--- config.mk ---
export PLATFORM = sky130hd
export DESIGN_NAME = minimax_wb_arb
export DESIGN_NICKNAME = d
export VERILOG_FILES = /design/src/rtl/minimax_wb_pkg.sv /design/src/rtl/minimax_wb_fifo.sv /design/src/rtl/minimax_wb_arb.sv
export SDC_FILE = /design/constraint.sdc
export NUM_CORES = 1
export LEC_CHECK = 0
export ABC_AREA = 1
export CAP_MARGIN = 30
export CORE_ASPECT_RATIO = 0.75
export CORE_MARGIN = 10
export CORE_UTILIZATION = 40
export DETAILED_ROUTE_END_ITERATION = 12
export HOLD_SLACK_MARGIN = 0.02
export PLACE_DENSITY = 0.81
export SYNTH_ARGS = -nofsm -noshare
export SYNTH_HDL_FRONTEND = slang
export SYNTH_SLANG_ARGS = --single-unit
--- constraint.sdc ---
create_clock -name clk -period 2.52 [get_ports clk]
set_clock_uncertainty 0.15 [all_clocks]
set_input_delay 0.504 -clock clk [delete_from_list [all_inputs] [get_ports clk]]
set_output_delay 0.504 -clock clk [all_outputs]
set_load 0.02 [all_outputs]
--- src/rtl/minimax_wb_pkg.sv ---
// Shared definitions for the minimax writeback arbiter.
//   - funct3 encodings of the supported loads
//   - register-index width and the x0 constant
package minimax_wb_pkg;

  localparam int REG_W = 5;
  localparam logic [REG_W-1:0] X0 = '0;

  typedef enum logic [2:0] {
    F3_LB  = 3'b000,
    F3_LH  = 3'b001,
    F3_LW  = 3'b010,
    F3_LBU = 3'b100,
    F3_LHU = 3'b101
  } ld_funct3_e;

endpackage

--- src/rtl/minimax_wb_fifo.sv ---
// Outstanding-load FIFO for the writeback arbiter.
// Each entry holds ENTRY_W bits; the destination register occupies the top
// REG_W bits so the per-entry rd can be exposed for the pending scoreboard.
// Ports:
//   clk, reset_n          clock, asynchronous active-low reset
//   push, push_data       enqueue request (ignored when full)
//   pop, pop_data         dequeue request (ignored when empty), head entry
//   full, empty           occupancy flags
//   entry_valid, entry_rd per-slot occupancy and destination register
module minimax_wb_fifo
  import minimax_wb_pkg::*;
#(
  parameter int DEPTH   = 2,
  parameter int ENTRY_W = 10
) (
  input  logic                          clk,
  input  logic                          reset_n,
  input  logic                          push,
  input  logic [ENTRY_W-1:0]            push_data,
  input  logic                          pop,
  output logic [ENTRY_W-1:0]            pop_data,
  output logic                          full,
  output logic                          empty,
  output logic [DEPTH-1:0]              entry_valid,
  output logic [DEPTH-1:0][REG_W-1:0]   entry_rd
);

  localparam int PTR_W = $clog2(DEPTH);
  localparam int CNT_W = PTR_W + 1;

  logic [ENTRY_W-1:0] mem [DEPTH];
  logic [PTR_W-1:0]   wr_ptr;
  logic [PTR_W-1:0]   rd_ptr;
  logic [CNT_W-1:0]   count;
  logic               push_ok;
  logic               pop_ok;

  assign full     = (count == CNT_W'(DEPTH));
  assign empty    = (count == '0);
  assign push_ok  = push & ~full;
  assign pop_ok   = pop & ~empty;
  assign pop_data = mem[rd_ptr];

  // Pointers wrap naturally because DEPTH is a power of two.
  always_ff @(posedge clk or negedge reset_n) begin
    if (!reset_n) begin
      wr_ptr <= '0;
      rd_ptr <= '0;
      count  <= '0;
    end else begin
      if (push_ok) wr_ptr <= wr_ptr + 1'b1;
      if (pop_ok)  rd_ptr <= rd_ptr + 1'b1;
      case ({push_ok, pop_ok})
        2'b10:   count <= count + 1'b1;
        2'b01:   count <= count - 1'b1;
        default: count <= count;
      endcase
    end
  end

  always_ff @(posedge clk) begin
    if (push_ok) mem[wr_ptr] <= push_data;
  end

  // A slot is live when its distance from the read pointer is below count.
  always_comb begin
    logic [PTR_W-1:0] off;
    entry_valid = '0;
    entry_rd    = '0;
    off         = '0;
    for (int i = 0; i < DEPTH; i++) begin
      off            = PTR_W'(i) - rd_ptr;
      entry_valid[i] = ({1'b0, off} < count);
      entry_rd[i]    = mem[i][ENTRY_W-1 -: REG_W];
    end
  end

endmodule

--- src/rtl/minimax_wb_arb.sv ---
// Writeback arbiter and load-return stage for the minimax core.
// Merges single-cycle ALU results with load returns (loads win), tracks
// outstanding loads in a FIFO and publishes a per-register pending mask.
// Optional feature: define MINIMAX_WB_SUBWORD_EN to format LB/LH/LBU/LHU
// returns from the byte offset; otherwise every return is the full word.
// Ports:
//   clk, reset_n                      clock, asynchronous active-low reset
//   alu_valid/alu_rd/alu_value        ALU writeback request
//   alu_stall                         ALU request refused this cycle
//   ld_issue/ld_rd/ld_funct3/ld_addr_lo  load issued to the bus
//   ld_ready                          FIFO has room for another load
//   lret_valid/lret_data              aligned load word from the bus
//   rf_addrD/rf_new_value/rf_we       registered register-file write port
//   pending                           registers awaiting load data
//   err_orphan                        sticky: return with no load queued
module minimax_wb_arb
  import minimax_wb_pkg::*;
#(
  parameter int DEPTH = 2,
  parameter int XLEN  = 32
) (
  input  logic              clk,
  input  logic              reset_n,
  input  logic              alu_valid,
  input  logic [REG_W-1:0]  alu_rd,
  input  logic [XLEN-1:0]   alu_value,
  output logic              alu_stall,
  input  logic              ld_issue,
  input  logic [REG_W-1:0]  ld_rd,
  input  logic [2:0]        ld_funct3,
  input  logic [1:0]        ld_addr_lo,
  output logic              ld_ready,
  input  logic              lret_valid,
  input  logic [XLEN-1:0]   lret_data,
  output logic [REG_W-1:0]  rf_addrD,
  output logic [XLEN-1:0]   rf_new_value,
  output logic              rf_we,
  output logic [31:0]       pending,
  output logic              err_orphan
);

`ifdef MINIMAX_WB_SUBWORD_EN
  localparam int ENTRY_W = REG_W + 3 + 2;
`else
  localparam int ENTRY_W = REG_W;
`endif

  logic [ENTRY_W-1:0]              push_data;
  logic [ENTRY_W-1:0]              head;
  logic                            fifo_full;
  logic                            fifo_empty;
  logic [DEPTH-1:0]                entry_valid;
  logic [DEPTH-1:0][REG_W-1:0]     entry_rd;
  logic [REG_W-1:0]                head_rd;
  logic [XLEN-1:0]                 lret_fmt;
  logic                            lret_hit;
  logic                            alu_take;

  logic                            rf_we_p1;
  logic [REG_W-1:0]                rf_addr_p1;
  logic [XLEN-1:0]                 rf_val_p1;
  logic                            err_p1;

`ifdef MINIMAX_WB_SUBWORD_EN
  function automatic logic [XLEN-1:0] fmt_load(input logic [XLEN-1:0] word,
                                               input logic [2:0]      f3,
                                               input logic [1:0]      lo);
    logic [XLEN-1:0]   byte_sh;
    logic [XLEN-1:0]   half_sh;
    logic signed [7:0]  b_s;
    logic signed [15:0] h_s;
    byte_sh = word >> {lo, 3'b000};
    half_sh = word >> {lo[1], 4'b0000};
    b_s     = byte_sh[7:0];
    h_s     = half_sh[15:0];
    case (f3)
      F3_LB:   fmt_load = {{(XLEN-8){b_s[7]}}, b_s};
      F3_LBU:  fmt_load = {{(XLEN-8){1'b0}}, b_s};
      F3_LH:   fmt_load = {{(XLEN-16){h_s[15]}}, h_s};
      F3_LHU:  fmt_load = {{(XLEN-16){1'b0}}, h_s};
      default: fmt_load = word;
    endcase
  endfunction

  assign push_data = {ld_rd, ld_funct3, ld_addr_lo};
  assign head_rd   = head[ENTRY_W-1 -: REG_W];
  assign lret_fmt  = fmt_load(lret_data, head[4:2], head[1:0]);
`else
  logic unused_subword;
  assign unused_subword = ^{ld_funct3, ld_addr_lo};
  assign push_data      = ld_rd;
  assign head_rd        = head;
  assign lret_fmt       = lret_data;
`endif

  minimax_wb_fifo #(
    .DEPTH   (DEPTH),
    .ENTRY_W (ENTRY_W)
  ) u_fifo (
    .clk         (clk),
    .reset_n     (reset_n),
    .push        (ld_issue),
    .push_data   (push_data),
    .pop         (lret_valid),
    .pop_data    (head),
    .full        (fifo_full),
    .empty       (fifo_empty),
    .entry_valid (entry_valid),
    .entry_rd    (entry_rd)
  );

  // A return only wins arbitration when it matches a queued load; orphan
  // returns are dropped and must not hold up the ALU.
  assign lret_hit  = lret_valid & ~fifo_empty;
  assign alu_stall = alu_valid & lret_hit;
  assign alu_take  = alu_valid & ~lret_hit;
  assign ld_ready  = ~fifo_full;

  always_comb begin
    pending = '0;
    for (int i = 0; i < DEPTH; i++) begin
      if (entry_valid[i] && (entry_rd[i] != X0)) pending[entry_rd[i]] = 1'b1;
    end
  end

  // Stage p1: registered register-file write port
  always_ff @(posedge clk or negedge reset_n) begin
    if (!reset_n) begin
      rf_we_p1   <= 1'b0;
      rf_addr_p1 <= '0;
      rf_val_p1  <= '0;
      err_p1     <= 1'b0;
    end else begin
      if (lret_hit) begin
        rf_we_p1   <= (head_rd != X0);
        rf_addr_p1 <= head_rd;
        rf_val_p1  <= lret_fmt;
      end else if (alu_take) begin
        rf_we_p1   <= (alu_rd != X0);
        rf_addr_p1 <= alu_rd;
        rf_val_p1  <= alu_value;
      end else begin
        rf_we_p1   <= 1'b0;
      end
      if (lret_valid && fifo_empty) err_p1 <= 1'b1;
    end
  end

  assign rf_we        = rf_we_p1;
  assign rf_addrD     = rf_addr_p1;
  assign rf_new_value = rf_val_p1;
  assign err_orphan   = err_p1;

endmodule

### Word level (Yosys, flattened, before mapping)

Memory sizes are Yosys's and may differ from the RTL's.
Cells that the tools add are included.

| operators by class | value |
|---|---|
| add/sub/neg operators | 6 |
| magnitude comparators | 6 |
| equality and inequality tests | 3 |
| multiplexer cells | 15 |
| bitwise operators | 8 |
| reduce and logical (&&, ||, !) cells | 12 |

Operators by type and width:

| cell | count |
|---|---|
| $mux 32 | 4 |
| $or 32x32->32 | 1 |
| $reduce_bool 5->1 | 4 |
| $lt 5x6->1 const B | 2 |
| $demux 1 s5 | 2 |
| $ge 5x1->1 const B | 2 |
| $mux 5 | 2 |
| $mux 1 | 6 |
| $logic_and 1x1->1 | 5 |
| $and 1x1->1 | 4 |
| $eq 2x2->1 const B | 2 |
| $lt 1x2->1 | 2 |
| $pmux 2 s2 | 1 |
| $reduce_bool 2->1 | 2 |
| $not 1->1 | 3 |
| $add 1x1->1 const B | 2 |
| $add 2x1->2 const B | 1 |
| $eq 2x1->1 const B | 1 |
| $logic_not 2->1 | 1 |
| $sub 1x1->1 const A | 2 |
| $sub 2x1->2 const B | 1 |

| storage, ports and cells | value |
|---|---|
| bits in registers | 43 |
| RAM bits | 10 |
| bits of input ports | 84 |
| output and inout bits | 73 |
| word-level logic and storage cells | 58 |
| memories kept | 1 |

Memories:

| name | words | bits a word | rd ports | clocked after memory_dff | write ports | line | RTL |
|---|---|---|---|---|---|---|---|
| u_fifo.mem | 2 | 5 | 3 | 0 | 1 | minimax_wb_fifo.sv:31 | `logic [ENTRY_W-1:0] mem [DEPTH];` |

### Logic depth before layout (Yosys ltp)

Gate-level depths: netlist (run 1).

| depth | value |
|---|---|
| word-level depth | 7 |
| mapped depth | 9 |
| gate-level depth less buffers | 8 |

### Modules after synthesis

A second synthesis (run 1) with hierarchy kept.

| second synthesis, totals | value |
|---|---|
| cells, all modules | 421 |
| area total of the unflattened synthesis | 3370.7 um^2 |

By module, submodules not included:

| module | times used | cells an instance | area each (um^2) | seq. area each (um^2) |
|---|---|---|---|---|
| minimax_wb_arb | 1 | 362 | 2777.7 | 975.9 |
| minimax_wb_fifo | 1 | 59 | 593.1 | 400.4 |

### Worst setup path after synthesis (run 1)

OpenSTA, ideal clock, no wires.

| timing path | value |
|---|---|
| path type | register -> output |
| start | memory u_fifo.mem[1][2] (netlist bit) |
| end | output pending[1] |
| arrival | 1.511 ns |
| required time | 1.866 ns |
| path slack | 0.355 ns |
| stages on the path, launching flop included | 5 |
| path buffers | 0 |
| cells stage by stage | edfxtp_1 -> inv_1 -> nand3_1 -> or2_2 -> o21ai_0 |

RTL lines:

| item | line | RTL |
|---|---|---|
| from (decl) | minimax_wb_fifo.sv:31 |  |
| to (decl) | minimax_wb_arb.sv:38 | `output logic [31:0] pending,` |

==> out/qor.yml, run 1 <==
p_per_area_nw_per_um2: 875
root_buffer: "clkbuf_8"
finish.utilization_pct: 66.7
switching_share_pct: 43.3
port_buffers: 150
yosysSeqAreaShare_pct: 45.0
outcome: "completed"
synth_nets: 487
synth-edff-count: 10
clock.fmax_mhz: 404
cts_max_path_buffers: 2
avgSynthCellArea_um2: 7.61
nNetsFinal: 668
ys_ff_latch: 53
hold_viol_final: 0
synthTopCellsByArea: "dfrtp_1 (35%), nand2_1 (19%), nand3_1 (12%)"
cts_buffers: 5
seqCellArea_um2: 1380
die_w_um: 121
fp.coreArea_um2: 7400
clockPowerShare_pct: 11.6
place_worst_setup_slack_ns: -0.101
use_met1_pct: 22.9
cts_max_level: 2
hp-class: "flop to flop"
fillers: 588
fin_ws_ns: 0.0477
finalSetupViolCount: 0
vias: 3511
clk_pin_slew_ns: 0.09
use_met3_pct: 3.33
synthCells: 402
p_int_w: 0.00245
synthArstFlopShare_pct: 81.1
arrival_ns: 1.82
multi_input_area_um2: 1460
drv_cap: 0
seqPwrFrac_pct: 31.0
busiest_layer: "met2"
drive_gt1_share_pct: 14.4
worst-setup-path-type: "flop to primary output"
ys_types: 31
drt-vias-per-instance: 5.13
max_slew_margin_pct: 40.5
worstSetupEndpointType: "primary output"
detail_route.iter0.violations: 366
max-vdd-ir-drop_mv: 0.560
slew_violations: 0
overflow: 0
io_pins: 157
die_h_um: 95.7
cts_sinks: 53
die_area_um2: 11600
ant_nets: 0
clkLatencyLatePin_ns: 0.30
placed_cells: 672
instances_no_fill: 685
p_sw_w: 0.00187
period_minus_slack_ns: 2.47
dpl_cell_area_um2: 4860
antenna_found_initial: 0
drt-wirelength-per-cell_um: 16.8
tns_ns: 0
worstMarginPinSlew_ns: 0.890
insertedDiodeCount: 0
syn_area_um2: 3060
grt_max_degree: 44
grt_pass1_vias: 3454
rsz0062_at_grt: "yes"
synthFlopType: "dfrtp_1"
fin_crit_sh_pct: 98.1
pwr-share-comb_pct: 57.5
wirelength_um: 11500
netlist.area_leader.share_pct: 35.2
initial_core_util_pct: 41.3
cp_data_required_time_ns: 1.87
worst-path-max-fanout: 6
area_growth_pct: 61.3
stdcell_area_um2: 4930
gr-usage-met2_pct: 32.8
critPathLaunchType: "flop"
routabilityCongestion: 0.935
synth_largest_area_cell: "dfrtp_1"
post-dp-hpwl_um: 9170
cts_tree: "done"
ys_warn_count: 0
grt_usage_pct: 18.6
rows: 27
grt_pass1_wl_um: 17600
leakage_nw: 2.27
firstDrtPassIters: 5
drcViolationCount: 0
-- path summary, 6_finish.rpt --
| kind | startpoint | to | slack [ns] | cells past startpoint |
|---|---|---|---|---|
| worst max-delay path | u_fifo.mem[0][2]$_DFFE_PP_ | pending[23] | 0.05 | 6 |
| worst min-delay path | err_orphan$_DFFE_PN0P_ | err_orphan$_DFFE_PN0P_ | 0.33 | 1 |
| worst max register to register | u_fifo.count[0]$_DFFE_PN0P_ | rf_we$_DFF_PN0_ | 0.27 | 9 |
| worst min register to register | err_orphan$_DFFE_PN0P_ | err_orphan$_DFFE_PN0P_ | 0.33 | 1 |
| max in group asynchronous | reset_n | rf_new_value[0]$_DFFE_PN0P_ | 1.32 | 3 |
| min in group asynchronous | reset_n | rf_new_value[19]$_DFFE_PN0P_ | 0.43 | 2 |
-- registers in the layout (all words and copies together), names as in the netlist --
register and cells:
u_fifo.wr_ptr 1, u_fifo.count 2, rf_we 1, rf_new_value 32, rf_addrD 5, err_orphan 1, u_fifo.rd_ptr 1, u_fifo.mem 10
-- kinds of logic (layout without fill, tap and decap cells) --
kind of cell    count (synthesis)  in the layout  synth area share [%]
simple gates                  270            270                  39.4
flops                          53             53                  45.0
compound gates                 32             32                  6.42
other cells                     1              1                 0.123
buf+inv                        42            224                  7.77
xor+xnor                        3              3                 0.859
fa+ha+maj                       1              1                 0.409
-- cell type report --
cell class,instances,share of cell area [%]
clock buffers,6,1.67
clock inverters,2,0.279
inverters,24,1.83
multi-input cells,307,29.7
flip-flops and latches,53,27.9
well taps,101,2.56
repair buffers,192,36.1
-- synthesized netlist by cell type, types with 3 or more instances --
master / number
o21ai_1: 6
buf_6: 6
buf_4: 7
inv_2: 3
inv_1: 21
edfxtp_1: 10
nand4_1: 8
nor2_1: 14
buf_2: 4
dfrtp_1: 43
nand2_1: 156
o21ai_0: 17
nand3_1: 72
nor3_1: 11
nor2_4: 3
-- worst max-delay path, cell delays in order, from the launching register on --
cell	delay [ns]
edfxtp_1	0.44
inv_1	0.14
nor3_1	0.25
buf_4	0.19
nand3_1	0.07
o21ai_1	0.07
dlygate4sd2_1	0.35
-- stage by stage --
| stage | hold WS (ns) | power [W] |
|---|---|---|
| floorplan | 0.0584 | 0.00264 |
| global placement | 0.289 | 0.00376 |
| detailed placement | 0.298 | 0.00383 |
| CTS | 0.216 | 0.00430 |
| global route | 0.355 | 0.00459 |
| finish | 0.327 | 0.00432 |
-- cells in the final DEF, fill, tap and decap left out, types with 2 or more instances in the layout --
cell,n
nor2_2,3
nor2_8,2
nand4_1,8
xor2_1,2
nor2_4,3
nor3_1,11
inv_2,3
clkdlybuf4s50_1,117
nand3b_1,2
clkdlybuf4s15_1,6
dfrtp_1,43
nand2_1,156
nor2_1,11
clkbuf_8,6
o21ai_0,17
dlygate4sd2_1,9
nand3_1,72
a21oi_1,2
a21oi_4,2
buf_4,36
buf_12,5
clkbuf_2,17
edfxtp_1,10
o21ai_1,6
inv_1,21
-- power groups by stage --
stage | Sequential [W] | Clock [W] | Combinational, W
final | 0.00134 | 0.000499 | 0.00248
after global routing | 0.00137 | 0.000558 | 0.00267
after CTS | 0.00133 | 0.000515 | 0.00246
after detailed placement | 0.00134 | 0 | 0.00249
after global placement | 0.00133 | 0 | 0.00243
after floorplan | 0.00158 | 0 | 0.00107
-- repair_timing --
item	CTS	global route
setup buffers	0	3
hold endpoints to repair	0	9
hold buffers	0	1
resized for setup	33	56
endpoints found under the setup margin	32	24
-- layer usage --
metal  routed length, um  vias up  part of all wire, %
met2                5890      133                   51
met1                4710     1674                   41
met5                   0        -                    0
li1                    -     1686                    -
met4                 231        0                  2.0
met3                 689       18                  6.0
No activity file was read; power rests on OpenSTA's default activity.
==> run 2: changes to the inputs <==
--- a/config.mk
+++ b/config.mk
@@ -5,14 +5,13 @@
 export SDC_FILE = /design/constraint.sdc
 export NUM_CORES = 1
 export LEC_CHECK = 0
-export ABC_AREA = 1
 export CAP_MARGIN = 30
 export CORE_ASPECT_RATIO = 0.75
 export CORE_MARGIN = 10
-export CORE_UTILIZATION = 40
+export CORE_UTILIZATION = 39
 export DETAILED_ROUTE_END_ITERATION = 12
 export HOLD_SLACK_MARGIN = 0.02
-export PLACE_DENSITY = 0.81
+export PLACE_DENSITY = 0.88
 export SYNTH_ARGS = -nofsm -noshare
 export SYNTH_HDL_FRONTEND = slang
 export SYNTH_SLANG_ARGS = --single-unit
==> run 2 against run 1 <==
Critical endpoint is now pending[4]. Critical path type unchanged. Largest power group unchanged. Combinational power down 10%. Sequential power about the same. Highest routed layer unchanged. Area after synthesis down 6.7%.
==> out/qor.yml, run 2 <==
antenna_found_initial: 0
nNetsFinal: 531
drcViolationCount: 0
die_h_um: 94.1
crit_top_cell: "buf_6"
drive_gt1_share_pct: 15.7
worst-path-max-fanout: 4
ys_types: 43
leakage_nw: 1.95
final_common_cell: "clkdlybuf4s50_1"
grt_max_degree: 41
synth_nets: 371
drv_cap: 0
post-dp-hpwl_um: 8210
crit_slowest_cell: "or3_4"
grt_usage_pct: 17.3
synthTopCellsByArea: "dfrtp_1 (38%), mux2i_1 (13%), edfxtp_1 (11%)"
hold_viol_final: 0
synthArstFlopShare_pct: 81.1
max_slew_margin_pct: 45.9
multi_input_area_um2: 1400
worstSetupEndpointType: "primary output"
cts_sinks: 53
r2r_end: "u_fifo.count[1]$_DFFE_PN0P_"
wirelength_um: 10300
ys_ff_latch: 53
path_cells: "or3_4, o211ai_1, buf_4, buf_6, buf_6, o22ai_2, buf_6"
max-vdd-ir-drop_mv: 0.523
largest_register_ffs: 32
die_area_um2: 11200
synth-edff-count: 10
insertedDiodeCount: 0
rsz0062_at_grt: "yes"
avgSynthCellArea_um2: 9.97
stdcell_area_um2: 4620
vias: 2872
area_growth_pct: 62.1
root_buffer: "clkbuf_8"
grt_pass1_wl_um: 15800
initial_core_util_pct: 41.0
outcome: "completed"
cp-startpoint: "u_fifo.mem[0][2]$_DFFE_PP_"
worstMarginPinSlew_ns: 0.811
drt-wirelength-per-cell_um: 18.9
arrival_ns: 1.87
fillers: 585
seqCellArea_um2: 1380
ant_nets: 0
reg2reg_depth: 7
ff2ff_setup_slack_ns: 0.57
fp.coreArea_um2: 6960
layout_common_cells: "clkdlybuf4s50_1 (116), dfrtp_1 (43), nand2_1 (38)"
io_pins: 157
clkLatencyLatePin_ns: 0.29
drt-vias-per-instance: 5.27
hp-class: "input port to asynchronous set/reset pin"
cp_data_required_time_ns: 1.87
syn_area_um2: 2850
grt_pass1_vias: 2803
slowest_delay_ns: 0.43
overflow: 0
cts_max_path_buffers: 2
period_minus_slack_ns: 2.52
netlist.area_leader.share_pct: 37.7
firstDrtPassIters: 5
ys_warn_count: 0
synthFlopType: "dfrtp_1"
p_per_area_nw_per_um2: 894
detail_route.iter0.violations: 261
die_w_um: 119
synthTopCellsByCount: "dfrtp_1 (43), nand2_1 (38), mux2i_1 (37), o21ai_0 (33), o22ai_1 (29)"
worst-setup-path-type: "flop to primary output"
yosysMostFrequentCell: "dfrtp_1"
finalSetupViolCount: 0
critPathLaunchType: "flop"
synth_largest_area_cell: "dfrtp_1"
fin_crit_sh_pct: 100
slew_violations: 0
r2r_start: "u_fifo.count[0]$_DFFE_PN0P_"
cts_tree: "done"
clock.fmax_mhz: 397
total_power_w: 0.00413
cts_max_level: 2
synthCells: 286
port_buffers: 150
clk_pin_slew_ns: 0.11
rows: 26
yosysSeqAreaShare_pct: 48.2
cts_buffers: 5
dpl_cell_area_um2: 4510
routabilityCongestion: 0.888
worstSetupEndpoint: "pending[4]"
## run 2: changes by cell type after synthesis, moves of 16 or more
cell / change
inv_1: -19
mux2i_1: +37
nand2_1: -118
nand3_1: -67
o21ai_0: +16
o22ai_1: +29
## run 2: timing repair
item                                   CTS  global route
pin swaps                                1             3
setup endpoints to repair               32            28
buffers inserted                         3             3
endpoints found under the hold margin    0             0
resized for setup                       51            46
hold buffers                             0             0
gates cloned                             0             0
## run 2: layer usage
metal,wire [um],global-route usage [%],vias up
li1,-,-,1360
met1,4390,21.6,1354
met2,4990,29.9,150
met3,812,4.86,8
met4,109,2.23,0
met5,0,0,-
## run 2: worst min path at each step
stage | to | slack [ns] | cells after the start
2_1_floorplan | err_orphan$_DFFE_PN0P_ | 0.06 | 0
3_3_place_gp | err_orphan$_DFFE_PN0P_ | 0.31 | 1
3_5_place_dp | err_orphan$_DFFE_PN0P_ | 0.33 | 1
4_1_cts | rf_new_value[17]$_DFFE_PN0P_ | 0.16 | 1
5_1_grt | rf_new_value[20]$_DFFE_PN0P_ | 0.18 | 1
6_report | rf_new_value[17]$_DFFE_PN0P_ | 0.12 | 1
## run 2: worst max-delay path, delay by kind of cell, from the launching register on
family,cells,cell delay [ns]
buf+inv,4,0.53
simple gates,1,0.43
flops,1,0.40
compound gates,2,0.21
## run 2: logic make-up after synthesis
group                      after synthesis  synth area share, %
buffers and inverters                   27                 4.56
AOI/OAI and AO/OA                       83                 18.0
and+or+nand+nor                         79                 14.1
DFF                                     53                 48.2
other                                    1                0.131
adders and majority gates                1                0.439
xor gates and xnor gates                 5                 1.54
muxes                                   37                 13.0
## run 2: metrics by stage
| stage | hold WS (ns) | setup TNS [ns] | util [%] | setup WS, ns | std cells |
|---|---|---|---|---|---|
| 2_1_floorplan | 0.0584 | 0 | - | 0.431 | 286 |
| 3_3_place_gp | 0.312 | -0.103 | 64.7 | -0.103 | 531 |
| 5_1_grt | 0.184 | -0.260 | 66.4 | -0.0844 | 545 |
| 4_1_cts | 0.160 | -0.163 | 66.0 | -0.0827 | 542 |
| 3_5_place_dp | 0.333 | -0.224 | 64.7 | -0.0932 | 531 |
| 6_report | 0.125 | 0 | 66.4 | 0.000616 | 545 |
## run 2: area by class of cell
class                      count  share of cell area, %
clock buffer                   6                   2.03
clock inverter                 2                  0.298
inverter                       3                  0.244
multi-input combinational    206                   30.2
sequential                    53                   29.8
tap                           98                   2.65
timing repair buffer         177                   34.8
## run 2: power by group
part           internal, W  total, W  switching [W]
clock network     0.000259  0.000548       0.000289
logic              0.00103   0.00223        0.00120
registers          0.00117   0.00136       0.000183
total              0.00246   0.00413        0.00167
==> run 3: changes to the inputs <==
--- a/config.mk
+++ b/config.mk
@@ -8,10 +8,11 @@
 export CAP_MARGIN = 30
 export CORE_ASPECT_RATIO = 0.75
 export CORE_MARGIN = 10
-export CORE_UTILIZATION = 39
+export CORE_UTILIZATION = 40
+export CTS_BUF_LIST = sky130_fd_sc_hd__clkbuf_2 sky130_fd_sc_hd__clkbuf_4 sky130_fd_sc_hd__clkbuf_8
 export DETAILED_ROUTE_END_ITERATION = 12
 export HOLD_SLACK_MARGIN = 0.02
-export PLACE_DENSITY = 0.88
+export PLACE_DENSITY = 0.9
 export SYNTH_ARGS = -nofsm -noshare
 export SYNTH_HDL_FRONTEND = slang
 export SYNTH_SLANG_ARGS = --single-unit
==> run 3 against run 2 <==
Setup slack better by 0.0083 ns. Power down 0.87%. First-iteration DRC count down 41%. Count of clock-buffer cells in the layout up 1. Critical path type unchanged. Critical endpoint is now pending[7]. Largest power group unchanged.
==> out/qor.yml, run 3 (synthesis gave the netlist of run 2 again) <==
outcome: "completed"
period_minus_slack_ns: 2.51
cts_max_level: 2
cts_sinks: 53
root_buffer: "clkbuf_8"
die_h_um: 93.1
critPathLaunchType: "flop"
drv_cap: 0
max_slew_margin_pct: 57.3
finalSetupViolCount: 0
drcViolationCount: 0
port_buffers: 150
clock.fmax_mhz: 398
fp.coreArea_um2: 6860
leakage_nw: 1.94
vias: 2825
wirelength_um: 9770
die_w_um: 118
path_cells: "and2b_1, o211ai_2, o22ai_1, dlygate4sd2_1"
met3_length_um: 681
grt_max_degree: 71
drt-vias-per-instance: 5.22
worst-path-max-fanout: 8
critPathBufInv: 1
crit_slowest_cell: "dfrtp_1"
worst-setup-path-type: "flop to primary output"
placed_cells: 528
cp_data_required_time_ns: 1.87
instances_no_fill: 541
rows: 26
arrival_ns: 1.86
initial_core_util_pct: 41.6
io_pins: 157
detail_route.iter0.violations: 153
p_per_area_nw_per_um2: 901
hold_viol_final: 0
wl_met1_um: 4210
r2r_start: "u_fifo.count[0]$_DFFE_PN0P_"
worstSetupEndpointType: "primary output"
rsz0062_at_grt: "yes"
clkLatencyLatePin_ns: 0.29
grt_usage_pct: 16.5
layout_common_cells: "clkdlybuf4s50_1 (116), dfrtp_1 (43), nand2_1 (38)"
drive_gt1_share_pct: 13.5
slew_violations: 0
hp-class: "flop to flop"
grt_pass1_wl_um: 15100
drt-wirelength-per-cell_um: 18.1
slowest_delay_ns: 0.40
firstDrtPassIters: 4
largest_register_ffs: 32
final_common_cell: "clkdlybuf4s50_1"
path_delay_family: "compound AO/OA/AOI/OAI gates"
min-delay-start: "err_orphan$_DFFE_PN0P_"
worstMarginPinSlew_ns: 0.640
cts_max_path_buffers: 2
post-dp-hpwl_um: 7810
fin_crit_sh_pct: 99.6
area_growth_pct: 59.4
total_power_w: 0.00410
ant_nets: 0
grt_pass1_vias: 2792
cp-startpoint: "u_fifo.rd_ptr$_DFFE_PN0P_"
cts_buffers: 5
overflow: 0
antenna_found_initial: 0
insertedDiodeCount: 0
cts_tree: "done"
clk_pin_slew_ns: 0.09
dr_wl_met2_um: 4790
max-vdd-ir-drop_mv: 0.544
nNetsFinal: 527
die_area_um2: 10900
routabilityCongestion: 0.926
finish.utilization_pct: 66.3
highest_layer: "met4"
==> run 3: cell types whose count changed in the layout (fill, tap and decap cells not counted), sizes merged <==
cell	before	now
dlygate4sd2	10	13
buf	34	24
dlygate4sd3	0	1
bufinv	0	1
clkinv	1	0
clkdlybuf4s15	3	1
clkbuf	20	25
inv	4	3
==> run 3: through the flow <==
stage          setup WS [ns]  TNS, ns  hold WS [ns]  instance area, um2
2_1_floorplan          0.431        0        0.0584                2850
3_3_place_gp         -0.0747   -0.128         0.289                4480
3_5_place_dp         -0.0782   -0.617         0.296                4480
4_1_cts              0.00148        0         0.319                4620
5_1_grt              -0.0808   -0.398         0.349                4550
6_report             0.00891        0         0.315                4550
==> run 3: routing by layer <==
metal  global-route usage (%)  vias up
met4                     3.80        0
met5                        0        -
li1                         -     1357
met2                     28.2      134
met1                     21.0     1326
met3                     3.72        8
==> run 3: worst paths after layout <==
kind / to / slack [ns] / depth (start not counted)
worst max register to register: u_fifo.count[1]$_DFFE_PN0P_ / 0.44 / 7
max in group asynchronous: err_orphan$_DFFE_PN0P_ / 1.15 / 3
worst min-delay path: err_orphan$_DFFE_PN0P_ / 0.32 / 1
worst min register to register: err_orphan$_DFFE_PN0P_ / 0.32 / 1
min in group asynchronous: rf_new_value[17]$_DFFE_PN0P_ / 0.49 / 2
worst max-delay path: pending[7] / 0.009 / 4
==> run 3: what timing repair did <==
action,4_1_cts,5_1_grt
pin swaps,1,0
setup buffers,4,0
hold endpoints to repair,15,0
setup endpoints to repair,32,28
resized for setup,39,34
hold buffers,1,0
==> run 3: layout make-up <==
| cell class | instances | area (um2) |
|---|---|---|
| Clock buffer | 7 | 90.1 |
| Tap cell | 98 | 123 |
| Sequential cell | 53 | 1380 |
| Inverter | 3 | 11.3 |
| Fill cell | 581 | 2320 |
| Timing Repair Buffer | 173 | 1560 |
| Clock inverter | 1 | 30.0 |
| Multi-Input combinational cell | 206 | 1360 |
==> run 3: where the power goes <==
part           internal, W  switching [W]  total, W
Sequential         0.00117       0.000184   0.00136
Clock             0.000335       0.000270  0.000605
Combinational     0.000972        0.00116   0.00213
